==> src/rtl/operand_fetch_if.sv <==
// Operand fetch bus: request, register-file read port, operand handshake.
// Ports: start/rn_a/rn_b, readnum/data_out, A/B/valid/ready, busy.
interface operand_fetch_if #(
   parameter int n = 16,
   parameter int k = 3
);
   logic         start;
   logic [k-1:0] rn_a;
   logic [k-1:0] rn_b;
   logic [k-1:0] readnum;
   logic [n-1:0] data_out;
   logic [n-1:0] A;
   logic [n-1:0] B;
   logic         valid;
   logic         ready;
   logic         busy;

   modport master (
      output start, rn_a, rn_b, data_out, ready,
      input  readnum, A, B, valid, busy
   );

   modport slave (
      input  start, rn_a, rn_b, data_out, ready,
      output readnum, A, B, valid, busy
   );
endinterface

==> src/rtl/operand_fetch.sv <==
// Reads two source registers through one combinational read port into A/B.
// Ports: clk, reset (sync, active-high), bus (operand_fetch_if.slave).
module operand_fetch #(
   parameter int n = 16,
   parameter int k = 3
) (
   input logic               clk,
   input logic               reset,
   operand_fetch_if.slave    bus
);

   typedef enum logic [1:0] {
      IDLE   = 2'd0,
      READ_A = 2'd1,
      READ_B = 2'd2,
      HOLD   = 2'd3
   } state_t;

   state_t       state;
   logic [k-1:0] ra_q;
   logic [k-1:0] rb_q;
   logic [n-1:0] a_q;
   logic [n-1:0] b_q;
   logic [k-1:0] readnum_q;
   logic         valid_q;
   logic         busy_q;

   // readnum/valid/busy are registered alongside state so they carry
   // no combinational path from start or ready.
   always_ff @(posedge clk) begin
      if (reset) begin
         state     <= IDLE;
         ra_q      <= '0;
         rb_q      <= '0;
         a_q       <= '0;
         b_q       <= '0;
         readnum_q <= '0;
         valid_q   <= 1'b0;
         busy_q    <= 1'b0;
      end else begin
         unique case (state)
            IDLE: begin
               if (bus.start) begin
                  ra_q      <= bus.rn_a;
                  rb_q      <= bus.rn_b;
                  readnum_q <= bus.rn_a;
                  busy_q    <= 1'b1;
                  state     <= READ_A;
               end
            end
            READ_A: begin
               a_q <= bus.data_out;
               if (ra_q == rb_q) begin
                  // Same register: one read fills both operands.
                  b_q       <= bus.data_out;
                  readnum_q <= '0;
                  busy_q    <= 1'b0;
                  valid_q   <= 1'b1;
                  state     <= HOLD;
               end else begin
                  readnum_q <= rb_q;
                  state     <= READ_B;
               end
            end
            READ_B: begin
               b_q       <= bus.data_out;
               readnum_q <= '0;
               busy_q    <= 1'b0;
               valid_q   <= 1'b1;
               state     <= HOLD;
            end
            HOLD: begin
               if (bus.ready) begin
                  valid_q <= 1'b0;
                  if (bus.start) begin
                     ra_q      <= bus.rn_a;
                     rb_q      <= bus.rn_b;
                     readnum_q <= bus.rn_a;
                     busy_q    <= 1'b1;
                     state     <= READ_A;
                  end else begin
                     state <= IDLE;
                  end
               end
            end
            default: state <= IDLE;
         endcase
      end
   end

   assign bus.readnum = readnum_q;
   assign bus.A       = a_q;
   assign bus.B       = b_q;
   assign bus.valid   = valid_q;
   assign bus.busy    = busy_q;

endmodule

==> src/flat_wrapper.sv <==
// flat-port wrapper written by rule: the top's interface ports become plain ports
module operand_fetch_flat 
#(
   parameter int n = 16,
   parameter int k = 3
)
  (clk, reset, bus_start, bus_rn_a, bus_rn_b, bus_data_out, bus_ready, bus_readnum, bus_A, bus_B, bus_valid, bus_busy);
  operand_fetch_if #(.n(n), .k(k)) bus_i ();
  input logic clk;
  input logic reset;
  input wire logic [$bits(bus_i.start)-1:0] bus_start;
  input wire logic [$bits(bus_i.rn_a)-1:0] bus_rn_a;
  input wire logic [$bits(bus_i.rn_b)-1:0] bus_rn_b;
  input wire logic [$bits(bus_i.data_out)-1:0] bus_data_out;
  input wire logic [$bits(bus_i.ready)-1:0] bus_ready;
  output wire logic [$bits(bus_i.readnum)-1:0] bus_readnum;
  output wire logic [$bits(bus_i.A)-1:0] bus_A;
  output wire logic [$bits(bus_i.B)-1:0] bus_B;
  output wire logic [$bits(bus_i.valid)-1:0] bus_valid;
  output wire logic [$bits(bus_i.busy)-1:0] bus_busy;
  assign bus_i.start = bus_start;
  assign bus_i.rn_a = bus_rn_a;
  assign bus_i.rn_b = bus_rn_b;
  assign bus_i.data_out = bus_data_out;
  assign bus_i.ready = bus_ready;
  assign bus_readnum = bus_i.readnum;
  assign bus_A = bus_i.A;
  assign bus_B = bus_i.B;
  assign bus_valid = bus_i.valid;
  assign bus_busy = bus_i.busy;
  operand_fetch #(.n(n), .k(k)) u_core (.clk(clk), .reset(reset), .bus(bus_i));
endmodule
==> config.mk <==
export PLATFORM = sky130hd
export DESIGN_NAME = operand_fetch_flat
export DESIGN_NICKNAME = d
export VERILOG_FILES = /design/src/rtl/operand_fetch_if.sv /design/src/rtl/operand_fetch.sv /design/src/flat_wrapper.sv
export SDC_FILE = /design/constraint.sdc
export NUM_CORES = 1
export LEC_CHECK = 0
export ABC_AREA = 1
export ABC_CLOCK_PERIOD_IN_PS = 1700
export BUFFER_PORTS_ARGS = -buffer_cell sky130_fd_sc_hd__buf_2
export CORE_ASPECT_RATIO = 1.25
export CORE_MARGIN = 2
export CORE_UTILIZATION = 30
export CTS_BUF_LIST = sky130_fd_sc_hd__clkbuf_4
export DETAILED_ROUTE_END_ITERATION = 8
export HOLD_SLACK_MARGIN = 0.03
export PLACE_DENSITY_LB_ADDON = 0.25
export SYNTH_ARGS = -nofsm -noshare
export SYNTH_HDL_FRONTEND = slang
export SYNTH_SLANG_ARGS = --single-unit
export TNS_END_PERCENT = 30
==> constraint.sdc <==
create_clock -name clk -period 1.7 [get_ports clk]
set_input_delay 0.34 -clock clk [delete_from_list [all_inputs] [get_ports clk]]
set_output_delay 0.34 -clock clk [all_outputs]
set_load 0.03 [all_outputs]
**Word-level counts from Yosys, hierarchy flattened**

Index checks and enable logic that the tools add are counted.

- Reductions and logical operators: 9
- Multiplexer cells: 24
- Equal/unequal tests: 7

Operators with widths:

| kind | number |
|---|---|
| one-hot mux 16 bit (2 select lines) | 1 |
| 2-to-1 mux 3 bit | 7 |
| 2-to-1 mux 16 bit | 1 |
| one-hot mux 3 bit (2 select lines) | 2 |
| one-hot mux 3 bit (4 select lines) | 1 |
| one-hot mux 2 bit (4 select lines) | 1 |
| AND reduction 2 bit | 4 |
| 2-to-1 mux 1 bit | 7 |
| equality test 2 bit (second input constant) | 2 |
| 2-to-1 mux 2 bit | 2 |
| inequality test 2 bit (second input constant) | 2 |
| one-hot mux 1 bit (4 select lines) | 1 |
| nonzero test 2 bit | 2 |
| equality test 3 bit | 1 |
| one-hot mux 1 bit (3 select lines) | 1 |
| AND reduction 3 bit | 1 |
| nonzero test 3 bit | 1 |
| equality test 2 x 1 -> 1 bit (second input constant) | 1 |
| zero test 2 bit | 1 |
| inequality test 2 x 1 -> 1 bit (second input constant) | 1 |

- Bits of input ports: 26
- Output and inout bits: 37
- Register bits after elaboration: 45

**Logic depth before layout (Yosys ltp)**

Gate-level depths: netlist of run 1.

- Depth in word-level cells: 3
- Depth in mapped cells: 9

**Worst setup path before layout of run 1**

OpenSTA, ideal clock, no wires.

- Path type: register to register
- Start point: register u_core.state[1]
- End point: register u_core.b_q[11], in the netlist u_core.bus.B[11]
- Path slack: 330 ps
- Stages on the path, launching flop included: 10
- Data arrival time: 1254 ps
- Clock period less this slack: 1370 ps
- Data required time: 1584 ps
- Path through: dfxtp_1 inv_1 ha_1 inv_2 nand2_1 nand2_4 inv_2 buf_6 nor2_1 nor2_1

- Cells in the longest elaborated chain, start to end: 3
- Elaborated cells between the ends (all ways): 6

Ends and longest elaborated chain:

| item | line | source |
|---|---|---|
| start: declaration | operand_fetch.sv:19 | `state_t state;` |
| start signal: assignment | operand_fetch.sv:32 | `state <= IDLE;` |
| start signal: assignment | operand_fetch.sv:48 | `state <= READ_A;` |
| start signal: assignment | operand_fetch.sv:59 | `state <= HOLD;` |
| equality test 2 x 1 -> 1 bit or equality test 2 bit (tied branches) | operand_fetch.sv:41 | `unique case (state)` |
| inequality test 2 x 1 -> 1 bit (no line) or nonzero test 2 bit (tied branches) | n/a |  |
| AND reduction 2 bit (no line) | n/a |  |
| end signal: assignment | operand_fetch.sv:55 | `b_q <= bus.data_out;` |
| end signal: assignment | operand_fetch.sv:66 | `b_q <= bus.data_out;` |
| end: declaration | operand_fetch.sv:23 | `logic [n-1:0] b_q;` |

Several ways; a longest one is shown, not always the timed one.
A chain may end at the register's enable or synchronous reset.

**Worst setup path in the final report of run 1**

- Start point: register u_core.state[0]
- End point: register u_core.ra_q[1]

- Cells in the longest elaborated chain, start to end: 3
- Elaborated cells between the ends (all ways): 6

Ends and longest elaborated chain:

| item | line | source |
|---|---|---|
| equality test 2 bit or zero test 2 bit (tied branches) | operand_fetch.sv:41 |  |
| inequality test 2 bit (no line) or nonzero test 2 bit (tied branches) | n/a |  |
| AND reduction 2 bit (no line) | n/a |  |
| end signal: assignment | operand_fetch.sv:44 | `ra_q <= bus.rn_a;` |
| end signal: assignment | operand_fetch.sv:76 | `ra_q <= bus.rn_a;` |
| end: declaration | operand_fetch.sv:20 | `logic [k-1:0] ra_q;` |

Several ways; a longest one is shown, not always the timed one.

==> results of run 1 <==
## cells in the mapped netlist
library cell               instances
sky130_fd_sc_hd__nor2_2            1
sky130_fd_sc_hd__clkbuf_1          5
sky130_fd_sc_hd__nand4_2           1
sky130_fd_sc_hd__o211ai_2          1
sky130_fd_sc_hd__nand2_4           1
sky130_fd_sc_hd__a21oi_1          15
sky130_fd_sc_hd__ha_1              5
sky130_fd_sc_hd__buf_6             2
sky130_fd_sc_hd__buf_4             1
sky130_fd_sc_hd__nor2_1           68
sky130_fd_sc_hd__nand3_1           3
sky130_fd_sc_hd__nand2_1          14
sky130_fd_sc_hd__inv_2             2
sky130_fd_sc_hd__inv_1            19
sky130_fd_sc_hd__o211ai_1          1
sky130_fd_sc_hd__a31oi_1           1
sky130_fd_sc_hd__buf_1             2
sky130_fd_sc_hd__nand4_1           4
sky130_fd_sc_hd__o21ai_0          38
sky130_fd_sc_hd__o21ai_1           5
sky130_fd_sc_hd__dfxtp_1          45
sky130_fd_sc_hd__xnor2_1           1
## area by class of cell
type	count	area, sq um
inverter	21	78.8
sequential	45	901
timing repair buffer	67	360
fill	641	3530
multi-input combinational	159	778
clock inverter	3	47.5
clock buffer	5	37.5
tap	66	82.6
## kinds of logic after synthesis
family / synth area share, %
AOI/OAI and AO/OA: 17.6
xor gates and xnor gates: 0.486
buffers and inverters: 7.50
DFF: 50.0
and+or+nand+nor: 21.0
adders and majority gates: 3.47
## registers in the layout, summed over array words and instances, names as in the netlist
signal              count
u_core.bus.readnum      3
u_core.bus.busy         1
u_core.bus.A           16
u_core.rb_q             3
u_core.bus.valid        1
u_core.state            2
u_core.bus.B           16
u_core.ra_q             3
## cell usage in the layout, fill, tap and decap left out, drive strengths merged
cell type,instances
buf,67
a21oi,15
nand3,3
o21ai,43
dfxtp,45
xnor2,1
inv,23
nand2,15
o211ai,2
clkbuf,5
nor2,69
nand4,5
a31oi,1
ha,5
bufinv,1
## power by group through the flow
stage	Sequential, mW	Clock (mW)	Combinational, mW
after detailed placement	1.75	0	2.62
after global placement	1.74	0	2.60
after floorplan	2.47	0	1.19
after global routing	1.79	0.779	2.91
after CTS	1.73	0.745	2.63
final	1.73	0.703	2.61
## what timing repair did
action | 4_1_cts | 5_1_grt
resized for setup | 0 | 2
setup endpoints to repair | 0 | 19
setup buffers | 0 | 0
## through the flow
step	cell area, sq um	cells	worst slack [ps]
after floorplan	1800	235	330
after global placement	2190	358	119
after detailed placement	2190	358	71.5
after CTS	2270	366	35.4
after global routing	2290	366	18.1
final	2290	366	183
## critical path: cells and delay by family (launching register included)
kind / cells / cell delay (ps)
adders and majority gates: 1 / 250
AOI/OAI and AO/OA: 3 / 340
DFF: 1 / 380
buffers and inverters: 3 / 410
and+or+nand+nor: 1 / 40
## routing by layer
| metal | up-vias | global-route usage [%] | share of wire, % |
|---|---|---|---|
| met1 | 756 | 17.4 | 47 |
| met4 | 0 | 4.55 | 1.5 |
| met2 | 49 | 23.6 | 45 |
| met3 | 6 | 4.24 | 6.1 |
| li1 | 889 | - | - |
| met5 | - | 0 | 0 |
## final timing paths
path	end	slack [ps]
worst max-delay path	u_core.ra_q[1]$_SDFFE_PP0P_	180
worst min-delay path	u_core.bus.busy$_SDFFE_PP0P_	130
worst max register to register	u_core.ra_q[1]$_SDFFE_PP0P_	180
worst min register to register	u_core.ra_q[2]$_SDFFE_PP0P_	470
==> qor.tcl, run 1 <==
set qor(dieWidth_um) 73.3
set qor(timing.hold.ws_ps) 132
set qor(number_of_buffers_created_by_cts) 5
set qor(drive_gt1_share_pct) 27.3
set qor(critical_path.cell_chain) {ha_1, inv_1, nor2_2, inv_1, o211ai_2, buf_4, o21ai_0, a21oi_1}
set qor(synth.yosys.warnings) 0
set qor(hold-path-cell-count) 2
set qor(finalWeightedCongestion) 0.842
set qor(power_consumption_mw) 5.05
set qor(tightest_slew_ps) 390
set qor(finalSetupViolCount) 0
set qor(design.die.area_sq_um) 6650
set qor(synth.distinct_cells) 22
set qor(synthCells) 235
set qor(timing.critical_path.fanout_max) 12
set qor(cts_max_path_buffers) 2
set qor(die-height_um) 90.6
set qor(ports_placed_on_the_boundary) 63
set qor(grt.total_usage_pct) 14.3
set qor(final_min_period_over_clock_period_pct) 89.3
set qor(routed_wirelength_um) 4420
set qor(rsz0062_at_grt) {false}
set qor(detailedRoute.firstIterationViolations) 57
set qor(cell_internal_pwr_mw) 2.59
set qor(synth_area_per_cell_sq_um) 7.67
set qor(final_max_slew_viol_count) 0
set qor(synth_seq_area_share_pct) 50.0
set qor(synth_seq_cells) 45
set qor(part_of_the_power_in_registers_pct) 34.3
set qor(final.setup.tns_ps) 0
set qor(finish.utilization_pct) 39.3
set qor(critPathLaunchType) {register}
set qor(finish.net_count) 330
set qor(p_per_area_nw_per_um2) 2210
set qor(cts_tree) {yes}
set qor(dp_hpwl_um) 3090
set qor(synth.area.top_cells) {sky130_fd_sc_hd__dfxtp_1 (50%), sky130_fd_sc_hd__nor2_1 (14%), sky130_fd_sc_hd__o21ai_0 (11%)}
set qor(cts.sink_count) 45
set qor(status) {finished clean}
set qor(critical-path-top-cell-by-count) {sky130_fd_sc_hd__inv_1}
set qor(library_cell_occupying_the_most_area_in_the_post_synthesis_netlist) {sky130_fd_sc_hd__dfxtp_1}
set qor(comb_power_share_pct) 51.8
set qor(p_switching_mw) 2.45
set qor(vias) 1700
set qor(crit_path_top_delay_cell) {sky130_fd_sc_hd__dfxtp_1}
set qor(post_drt_via_cell_ratio) 4.64
set qor(peak_per_stage_delay_on_the_critical_path_ps) 380
set qor(net_sw_share_pct) 48.6
set qor(path_class) {reg -> reg}
set qor(first_global_vias) 1682
set qor(synth_area_sq_um) 1800
set qor(grt_pass1_wl_um) 7590
set qor(max_cap_viol_count) 0
set qor(h-tree-depth) 2
set qor(buffer_ports.inserted) 62
set qor(fmax_mhz) 659
set qor(max_slew_margin_pct) 73.8
set qor(area.growth.synth_to_final_pct) 26.9
set qor(worstPathArrival_ps) 1780
set qor(finalClockSkew_ps) 10.1
set qor(worstSkewPairLatency_ps) 360
set qor(grt_max_degree) 45
set qor(report.final.hold_viol_count) 0
set qor(hold_path.startpoint) {reset}
set qor(clock_network_fraction_of_total_power_pct) 13.9
set qor(antenna_violations_before_repair) 0
set qor(antenna_cells) 0
set qor(worst_setup_end_kind) {register}
set qor(post_cts_clock_slew_at_the_launch_and_capture_registers_of_the_worst_setup_and_hold_paths_ps) 140
set qor(detail_route.first_pass.iterations) 4
set qor(detail_route.drc_violations) 0
set qor(synth_fp_nets) 266
set qor(launching_point_of_the_worst_reg2reg_path) {u_core.state[0]$_SDFFE_PP0P_}
set qor(postRouteAntennaNets) 0
set qor(ir_drop_uv) 1010
set qor(post_drt_wl_per_cell_um) 12.1
set qor(core_region_area_sq_um) 5820
set qor(clockRootBuffer) {sky130_fd_sc_hd__clkbuf_4}
set qor(netlist.area_leader.share_pct) 50.0
set qor(initial_core_util_pct) 31.0
set qor(overflow_after_grt) 0
set qor(holdCritPathClass) {in -> reg}
set qor(cts.hold.buffers_added) 0
set qor(critical_path_required_ps) 1970
set qor(critical_path.startpoint) {u_core.state[0]$_SDFFE_PP0P_}
set qor(timing.final.crit_period_ps) 1520
set qor(p_leak_nw) 1.15
set qor(rows) 31
set qor(worst-r2r-cell-count) 8
No activity file was read; power rests on OpenSTA's default activity.
==> run 2: changes to the inputs <==
--- a/config.mk
+++ b/config.mk
@@ -14,7 +14,7 @@
 export CTS_BUF_LIST = sky130_fd_sc_hd__clkbuf_4
 export DETAILED_ROUTE_END_ITERATION = 8
 export HOLD_SLACK_MARGIN = 0.03
-export PLACE_DENSITY_LB_ADDON = 0.25
+export PLACE_DENSITY = 0.61
 export SYNTH_ARGS = -nofsm -noshare
 export SYNTH_HDL_FRONTEND = slang
 export SYNTH_SLANG_ARGS = --single-unit
==> run 2 against run 1 <==
  * Total power is 1.2% higher
  * Highest routed layer unchanged
  * Via count is 1.9% higher
  * Final cell count is 1.1% higher
  * Register-to-register slack worse by 20 ps
  * Worst setup slack worse by 17 ps
  * Sequential share of layout area is 0.21 points lower
  * Clock power is 9.5% lower
  * Die area stayed put
  * Largest power group unchanged
  * First-iteration DRC count is 37% higher
  * Sequential cell count stayed put
  * Utilization is 0.22 points higher
==> qor.tcl, run 2 (synthesis gave the netlist of run 1 again) <==
set qor(status) {finished clean}
set qor(layout.cells.most_common) {sky130_fd_sc_hd__nor2_1}
set qor(buffer_ports.inserted) 62 ;# unchanged
set qor(resize_count_post_cts) 0 ;# unchanged
set qor(power_consumption_mw) 5.11 ;# +1.2%
set qor(detail_route.drc_violations) 0 ;# unchanged
set qor(clockRootBuffer) {sky130_fd_sc_hd__clkbuf_4}
set qor(finish.utilization_pct) 39.5 ;# +0.22 points
set qor(first_global_vias) 1653 ;# -1.7%
set qor(rsz0062_at_grt) {false}
set qor(launching_point_of_the_worst_reg2reg_path) {u_core.state[0]$_SDFFE_PP0P_}
set qor(part_of_the_power_in_registers_pct) 33.9 ;# -0.4 points
set qor(final.setup.tns_ps) 0 ;# unchanged
set qor(p_switching_mw) 2.45 ;# -0.31%
set qor(clock_network_fraction_of_total_power_pct) 12.4 ;# -1.5 points
set qor(routed_wirelength_um) 4620 ;# +4.5%
set qor(dp_hpwl_um) 3240 ;# +4.8%
set qor(finalSetupViolCount) 0 ;# unchanged
set qor(cts_max_path_buffers) 2 ;# unchanged
set qor(antenna_violations_before_repair) 0 ;# unchanged
set qor(placement.cell_area_sq_um) 2180 ;# -0.34%
set qor(p_per_area_nw_per_um2) 2220 ;# +0.69%
set qor(levels_on_crit_path) 5 ;# -3
set qor(ir_drop_uv) 703 ;# -31%
set qor(crit_buf_inv) 1 ;# -2
set qor(detailedRoute.firstIterationViolations) 78 ;# +37%
set qor(final_cell_mix) {sky130_fd_sc_hd__nor2_1 (68), sky130_fd_sc_hd__buf_2 (62), sky130_fd_sc_hd__dfxtp_1 (45)}
set qor(cell_internal_pwr_mw) 2.66 ;# +2.7%
set qor(postRouteAntennaNets) 0 ;# unchanged
set qor(critical_path.cell_chain) {inv_1, ha_1, o211ai_2, o21ai_0, a21oi_1}
set qor(drive_gt1_share_pct) 28.0 ;# +0.63 points
set qor(worstSkewPairLatency_ps) 350 ;# about the same
set qor(worst_setup_end_kind) {register}
set qor(detail_route.first_pass.iterations) 4 ;# unchanged
set qor(rows) 31 ;# unchanged
set qor(p_leak_nw) 1.17 ;# +1.8%
set qor(area.growth.synth_to_final_pct) 27.6
set qor(cts_tree) {yes}
set qor(max_slew_margin_pct) 66.3 ;# -7.5 points
set qor(antenna_cells) 0 ;# unchanged
set qor(grt_max_degree) 45 ;# unchanged
set qor(post_cts_clock_slew_at_the_launch_and_capture_registers_of_the_worst_setup_and_hold_paths_ps) 140 ;# about the same
set qor(ports_placed_on_the_boundary) 63 ;# unchanged
set qor(grt.total_usage_pct) 14.5 ;# +0.24 points
set qor(initial_core_util_pct) 31.0 ;# unchanged
set qor(finalClockSkew_ps) 12.7 ;# +2.56 ps
set qor(worst-r2r-cell-count) 5 ;# -3
set qor(worstPathArrival_ps) 1820 ;# +40 ps
set qor(cts.sink_count) 45 ;# unchanged
set qor(post_drt_wl_per_cell_um) 12.5 ;# +3.4%
set qor(stdcell_area_sq_um) 2300 ;# +0.55%
set qor(critPathLaunchType) {register}
set qor(number_of_buffers_created_by_cts) 5 ;# unchanged
set qor(timing.final.crit_period_ps) 1530 ;# +16.6 ps
set qor(fill_cells) 632 ;# -1.4%
set qor(final_min_period_over_clock_period_pct) 90.2 ;# +0.98 points
set qor(final_max_slew_viol_count) 0 ;# unchanged
set qor(die-height_um) 90.6 ;# unchanged
set qor(path_class) {reg -> reg}
set qor(capture_point_of_the_critical_path) {u_core.ra_q[1]$_SDFFE_PP0P_}
set qor(finish.net_count) 335 ;# +1.5%
set qor(vias) 1733 ;# +1.9%
set qor(tightest_slew_ps) 504 ;# +115 ps
set qor(report.final.hold_viol_count) 0 ;# unchanged
set qor(setup.reg_to_reg.worst_slack_ps) 170 ;# -20 ps
set qor(design.die.area_sq_um) 6650 ;# unchanged
set qor(dieWidth_um) 73.3 ;# unchanged
set qor(timing.hold.ws_ps) 149 ;# +16.9 ps
set qor(critical_path_required_ps) 1990 ;# +20 ps
set qor(post_drt_via_cell_ratio) 4.68 ;# +0.84%
set qor(reg2reg_to) {u_core.ra_q[1]$_SDFFE_PP0P_}
set qor(h-tree-depth) 2 ;# unchanged
set qor(grt_pass1_wl_um) 7620 ;# +0.36%
set qor(crit_path_top_delay_cell) {sky130_fd_sc_hd__o211ai_2}
set qor(net_sw_share_pct) 47.9 ;# -0.74 points
set qor(timing.critical_path.fanout_max) 12 ;# unchanged
set qor(max_cap_viol_count) 0 ;# unchanged
set qor(peak_per_stage_delay_on_the_critical_path_ps) 450 ;# +70 ps
set qor(finalWeightedCongestion) 0.753 ;# -11%
set qor(fmax_mhz) 652 ;# -1.1%
set qor(overflow_after_grt) 0 ;# unchanged
set qor(timing.critical_path.max_delay_family) {compound AO/OA/AOI/OAI gates}
set qor(comb_power_share_pct) 53.7 ;# +1.9 points
set qor(core_region_area_sq_um) 5820 ;# unchanged
set qor(holdCritPathClass) {in -> reg}
set qor(critical_path.startpoint) {u_core.state[0]$_SDFFE_PP0P_}
## run 2: changes by cell type in the layout (fill, tap and decap cells not counted), sizes merged
cell | previous run | this run
inv | 23 | 21
clkinv | 0 | 1
buf | 67 | 72
## run 2: worst min-delay path by stage
stage / from / end / cells past startpoint
after global placement: u_core.ra_q[2]$_SDFFE_PP0P_ / u_core.ra_q[2]$_SDFFE_PP0P_ / 2
after floorplan: reset / u_core.bus.busy$_SDFFE_PP0P_ / 1
after CTS: reset / u_core.bus.busy$_SDFFE_PP0P_ / 2
after global routing: reset / u_core.bus.busy$_SDFFE_PP0P_ / 2
after detailed placement: u_core.ra_q[2]$_SDFFE_PP0P_ / u_core.ra_q[2]$_SDFFE_PP0P_ / 2
final: reset / u_core.bus.busy$_SDFFE_PP0P_ / 2
## run 2: repair_timing
action | CTS | global route
setup endpoints to repair | 0 | 9
buffers inserted | 0 | 6
hold buffers | 0 | 0
## run 2: power groups by stage
stage | Clock (mW) | Combinational, mW | Sequential [mW]
floorplan | 0 | 1.19 | 2.47
global placement | 0 | 2.58 | 1.76
detailed placement | 0 | 2.62 | 1.76
CTS | 0.665 | 2.63 | 1.74
global route | 0.702 | 3.07 | 1.79
finish | 0.636 | 2.74 | 1.73
## run 2: per-stage QoR
| stage | instances | setup slack (ps) |
|---|---|---|
| final | 370 | 166 |
| after CTS | 364 | 137 |
| after global routing | 370 | 8.27 |
| after detailed placement | 357 | 147 |
| after floorplan | 235 | 330 |
| after global placement | 357 | 222 |
## run 2: metal layers
metal	share of wire, %	wire (um)	GRT usage (%)	vias to the layer above
met2	47	2170	24.1	50
met3	5.2	239	3.01	8
li1	-	-	-	893
met1	46	2130	18.4	782
met4	1.8	84	4.70	0
met5	0	0	0	-
## run 2: layout make-up
cell class	instances	area [sq um]	share of cell area, %
repair buffers	72	398	17.3
clock buffers	5	37.5	1.63
multi-input cells	159	766	33.3
inverters	21	78.8	3.43
clock inverters	2	35.0	1.52
flip-flops and latches	45	901	39.2
well taps	66	82.6	3.59
==> run 3: changes to the inputs <==
--- a/config.mk
+++ b/config.mk
@@ -6,7 +6,7 @@
 export NUM_CORES = 1
 export LEC_CHECK = 0
 export ABC_AREA = 1
-export ABC_CLOCK_PERIOD_IN_PS = 1700
+export ABC_CLOCK_PERIOD_IN_PS = 1480
 export BUFFER_PORTS_ARGS = -buffer_cell sky130_fd_sc_hd__buf_2
 export CORE_ASPECT_RATIO = 1.25
 export CORE_MARGIN = 2
==> constraint.sdc (replaced) <==
create_clock -name clk -period 1.48 [get_ports clk]
set_input_delay 0.296 -clock clk [delete_from_list [all_inputs] [get_ports clk]]
set_output_delay 0.296 -clock clk [all_outputs]
set_load 0.03 [all_outputs]
==> run 3 against run 2 <==
  * Cell area up 2.6%
  * Hold slack got worse by 61 ps
  * Clock skew decreased by 4.1 ps
  * Combinational power up 20%
  * Critical path type unchanged
  * Largest power group unchanged
==> qor.tcl, run 3 (synthesis gave the netlist of run 1 again) <==
set qor(first_global_vias) 1653 ;# unchanged
set qor(overflow_after_grt) 0 ;# unchanged
set qor(finalWeightedCongestion) 0.756 ;# +0.41%
set qor(final_cell_mix) {sky130_fd_sc_hd__nor2_1 (68), sky130_fd_sc_hd__buf_2 (62), sky130_fd_sc_hd__dfxtp_1 (43)}
set qor(worstPathArrival_ps) 1640 ;# -180 ps
set qor(number_of_buffers_created_by_cts) 5 ;# unchanged
set qor(status) {finished clean}
set qor(core_region_area_sq_um) 5820 ;# unchanged
set qor(drive_gt1_share_pct) 31.4 ;# +3.4 points
set qor(worst_setup_end_kind) {register}
set qor(part_of_the_power_in_registers_pct) 34.4 ;# +0.5 points
set qor(place.detailed.instances) 363 ;# +1.7%
set qor(cts.sink_count) 45 ;# unchanged
set qor(rows) 31 ;# unchanged
set qor(antenna_violations_before_repair) 0 ;# unchanged
set qor(timing.final.crit_period_ps) 1400 ;# -138 ps
set qor(critical_path_required_ps) 1730 ;# -260 ps
set qor(area.growth.synth_to_final_pct) 30.9
set qor(comb_power_share_pct) 55.7 ;# +2.0 points
set qor(vias) 1761 ;# +1.6%
set qor(final_max_slew_viol_count) 0 ;# unchanged
set qor(finalClockSkew_ps) 8.54 ;# -4.14 ps
set qor(grt_pass1_wl_um) 7650 ;# +0.37%
set qor(layout.cells.most_common) {sky130_fd_sc_hd__nor2_1}
set qor(finalSetupViolCount) 0 ;# unchanged
set qor(worstSkewPairLatency_ps) 350 ;# about the same
set qor(design.die.area_sq_um) 6650 ;# unchanged
set qor(die-height_um) 90.6 ;# unchanged
set qor(h-tree-depth) 2 ;# unchanged
set qor(cts_max_path_buffers) 2 ;# unchanged
set qor(detail_route.drc_violations) 0 ;# unchanged
set qor(cts_tree) {yes}
set qor(grt_max_degree) 45 ;# unchanged
set qor(detail_route.first_pass.iterations) 4 ;# unchanged
set qor(post_cts_clock_slew_at_the_launch_and_capture_registers_of_the_worst_setup_and_hold_paths_ps) 140 ;# about the same
set qor(stdcell_area_sq_um) 2360 ;# +2.6%
set qor(cell_internal_pwr_mw) 2.94 ;# +11%
set qor(routed_wirelength_um) 4810 ;# +3.9%
set qor(buffer_ports.inserted) 62 ;# unchanged
set qor(post_cts_buffers) 0 ;# unchanged
set qor(clockRootBuffer) {sky130_fd_sc_hd__clkbuf_4}
set qor(holdCritPathClass) {in -> reg}
set qor(critPathLaunchType) {register}
set qor(rsz0062_at_grt) {false}
set qor(p_leak_nw) 1.17 ;# -0.49%
set qor(post_layout_nonfiller_instances) 372 ;# +0.54%
set qor(dieWidth_um) 73.3 ;# unchanged
set qor(path_class) {reg -> reg}
set qor(ir_drop_uv) 942 ;# +34%
set qor(detailedRoute.firstIterationViolations) 61 ;# -22%
set qor(antenna_cells) 0 ;# unchanged
set qor(power_consumption_mw) 5.89 ;# +15%
set qor(post_drt_via_cell_ratio) 4.73 ;# +1.1%
set qor(finish.net_count) 336 ;# +0.30%
set qor(postRouteAntennaNets) 0 ;# unchanged
set qor(grt.total_usage_pct) 14.5 ;# +0.032 points
set qor(max_cap_viol_count) 0 ;# unchanged
set qor(tightest_slew_ps) 289 ;# -215 ps
set qor(p_per_area_nw_per_um2) 2500 ;# +12%
set qor(post_drt_wl_per_cell_um) 12.9 ;# +3.4%
set qor(p_switching_mw) 2.94 ;# +20%
set qor(fmax_mhz) 716 ;# +9.9%
set qor(initial_core_util_pct) 31.0 ;# unchanged
set qor(net_sw_share_pct) 50.0 ;# +2.1 points
set qor(timing.critical_path.fanout_max) 4 ;# -8
set qor(ports_placed_on_the_boundary) 63 ;# unchanged
set qor(report.final.hold_viol_count) 0 ;# unchanged
set qor(placement.cell_area_sq_um) 2230 ;# +2.1%
set qor(clock_network_fraction_of_total_power_pct) 9.9 ;# -2.5 points
set qor(max_slew_margin_pct) 80.7 ;# +14 points
set qor(final_min_period_over_clock_period_pct) 94.3 ;# +4.1 points
set qor(dp_hpwl_um) 3280 ;# +1.2%
run 3: changes by cell type in the layout (fill, tap and decap cells not counted), moves of 2 or more:
cell                      delta
sky130_fd_sc_hd__inv_1       -3
sky130_fd_sc_hd__inv_2       +2
sky130_fd_sc_hd__dfxtp_1     -2
sky130_fd_sc_hd__o21ai_0     -2
sky130_fd_sc_hd__ha_4        +2
sky130_fd_sc_hd__ha_1        -2
run 3: metrics by stage:
step	TNS, ps	hold slack [ps]	worst slack, ps	utilization [%]
final	0	88.1	83.7	40.5
after global routing	0	58.4	15.3	40.5
after CTS	-2.85	66.3	-2.85	39.4
after detailed placement	0	459	1.61	38.3
after global placement	0	449	25.5	38.3
after floorplan	0	365	110	-
run 3: worst paths after layout:
check                                                   from                                  to  slack (ps)  cells past startpoint
worst max-delay path            u_core.state[0]$_SDFFE_PP0P_  u_core.bus.readnum[0]$_SDFFE_PP0P_          80                      7
worst min-delay path                                   reset        u_core.bus.busy$_SDFFE_PP0P_          90                      2
worst max register to register  u_core.state[0]$_SDFFE_PP0P_  u_core.bus.readnum[0]$_SDFFE_PP0P_          80                      7
worst min register to register   u_core.ra_q[1]$_SDFFE_PP0P_         u_core.ra_q[1]$_SDFFE_PP0P_         480                      2
run 3: cell type report:
cell class              instances  area, sq um
fillers                       611         3460
flip-flops and latches         45          906
multi-input cells             160          836
repair buffers                 72          398
well taps                      66         82.6
inverters                      21         81.3
clock buffers                   5         37.5
clock inverters                 3         17.5
run 3: metal layers:
| layer | wire length, um | global-route usage [%] | vias to the layer above |
|---|---|---|---|
| met2 | 2270 | 23.2 | 51 |
| met5 | 0 | 0 | - |
| met4 | 57 | 4.09 | 0 |
| li1 | - | - | 906 |
| met3 | 252 | 4.02 | 6 |
| met1 | 2230 | 19.0 | 798 |
run 3: power groups by stage:
stage	Combinational [mW]	Clock [mW]	Sequential, mW
finish	3.28	0.583	2.02
floorplan	1.37	0	2.84
detailed placement	3.13	0	2.01
CTS	3.18	0.630	1.99
global route	3.60	0.683	2.08
global placement	3.08	0	2.01
run 3: worst max-delay path: stages, from the launching register on:
cell and delay, ps:
sky130_fd_sc_hd__dfxtp_4 410, sky130_fd_sc_hd__inv_2 60, sky130_fd_sc_hd__ha_1 210, sky130_fd_sc_hd__inv_1 110, sky130_fd_sc_hd__a31oi_4 110, sky130_fd_sc_hd__buf_4 140, sky130_fd_sc_hd__o21ai_0 180, sky130_fd_sc_hd__a21oi_1 60
run 3: repair_timing:
| action | CTS | global route |
|---|---|---|
| pin swaps | 0 | 1 |
| endpoints found under the setup margin | 7 | 29 |
| hold buffers | 0 | 0 |
| cloned | 0 | 1 |
| resized for setup | 2 | 16 |
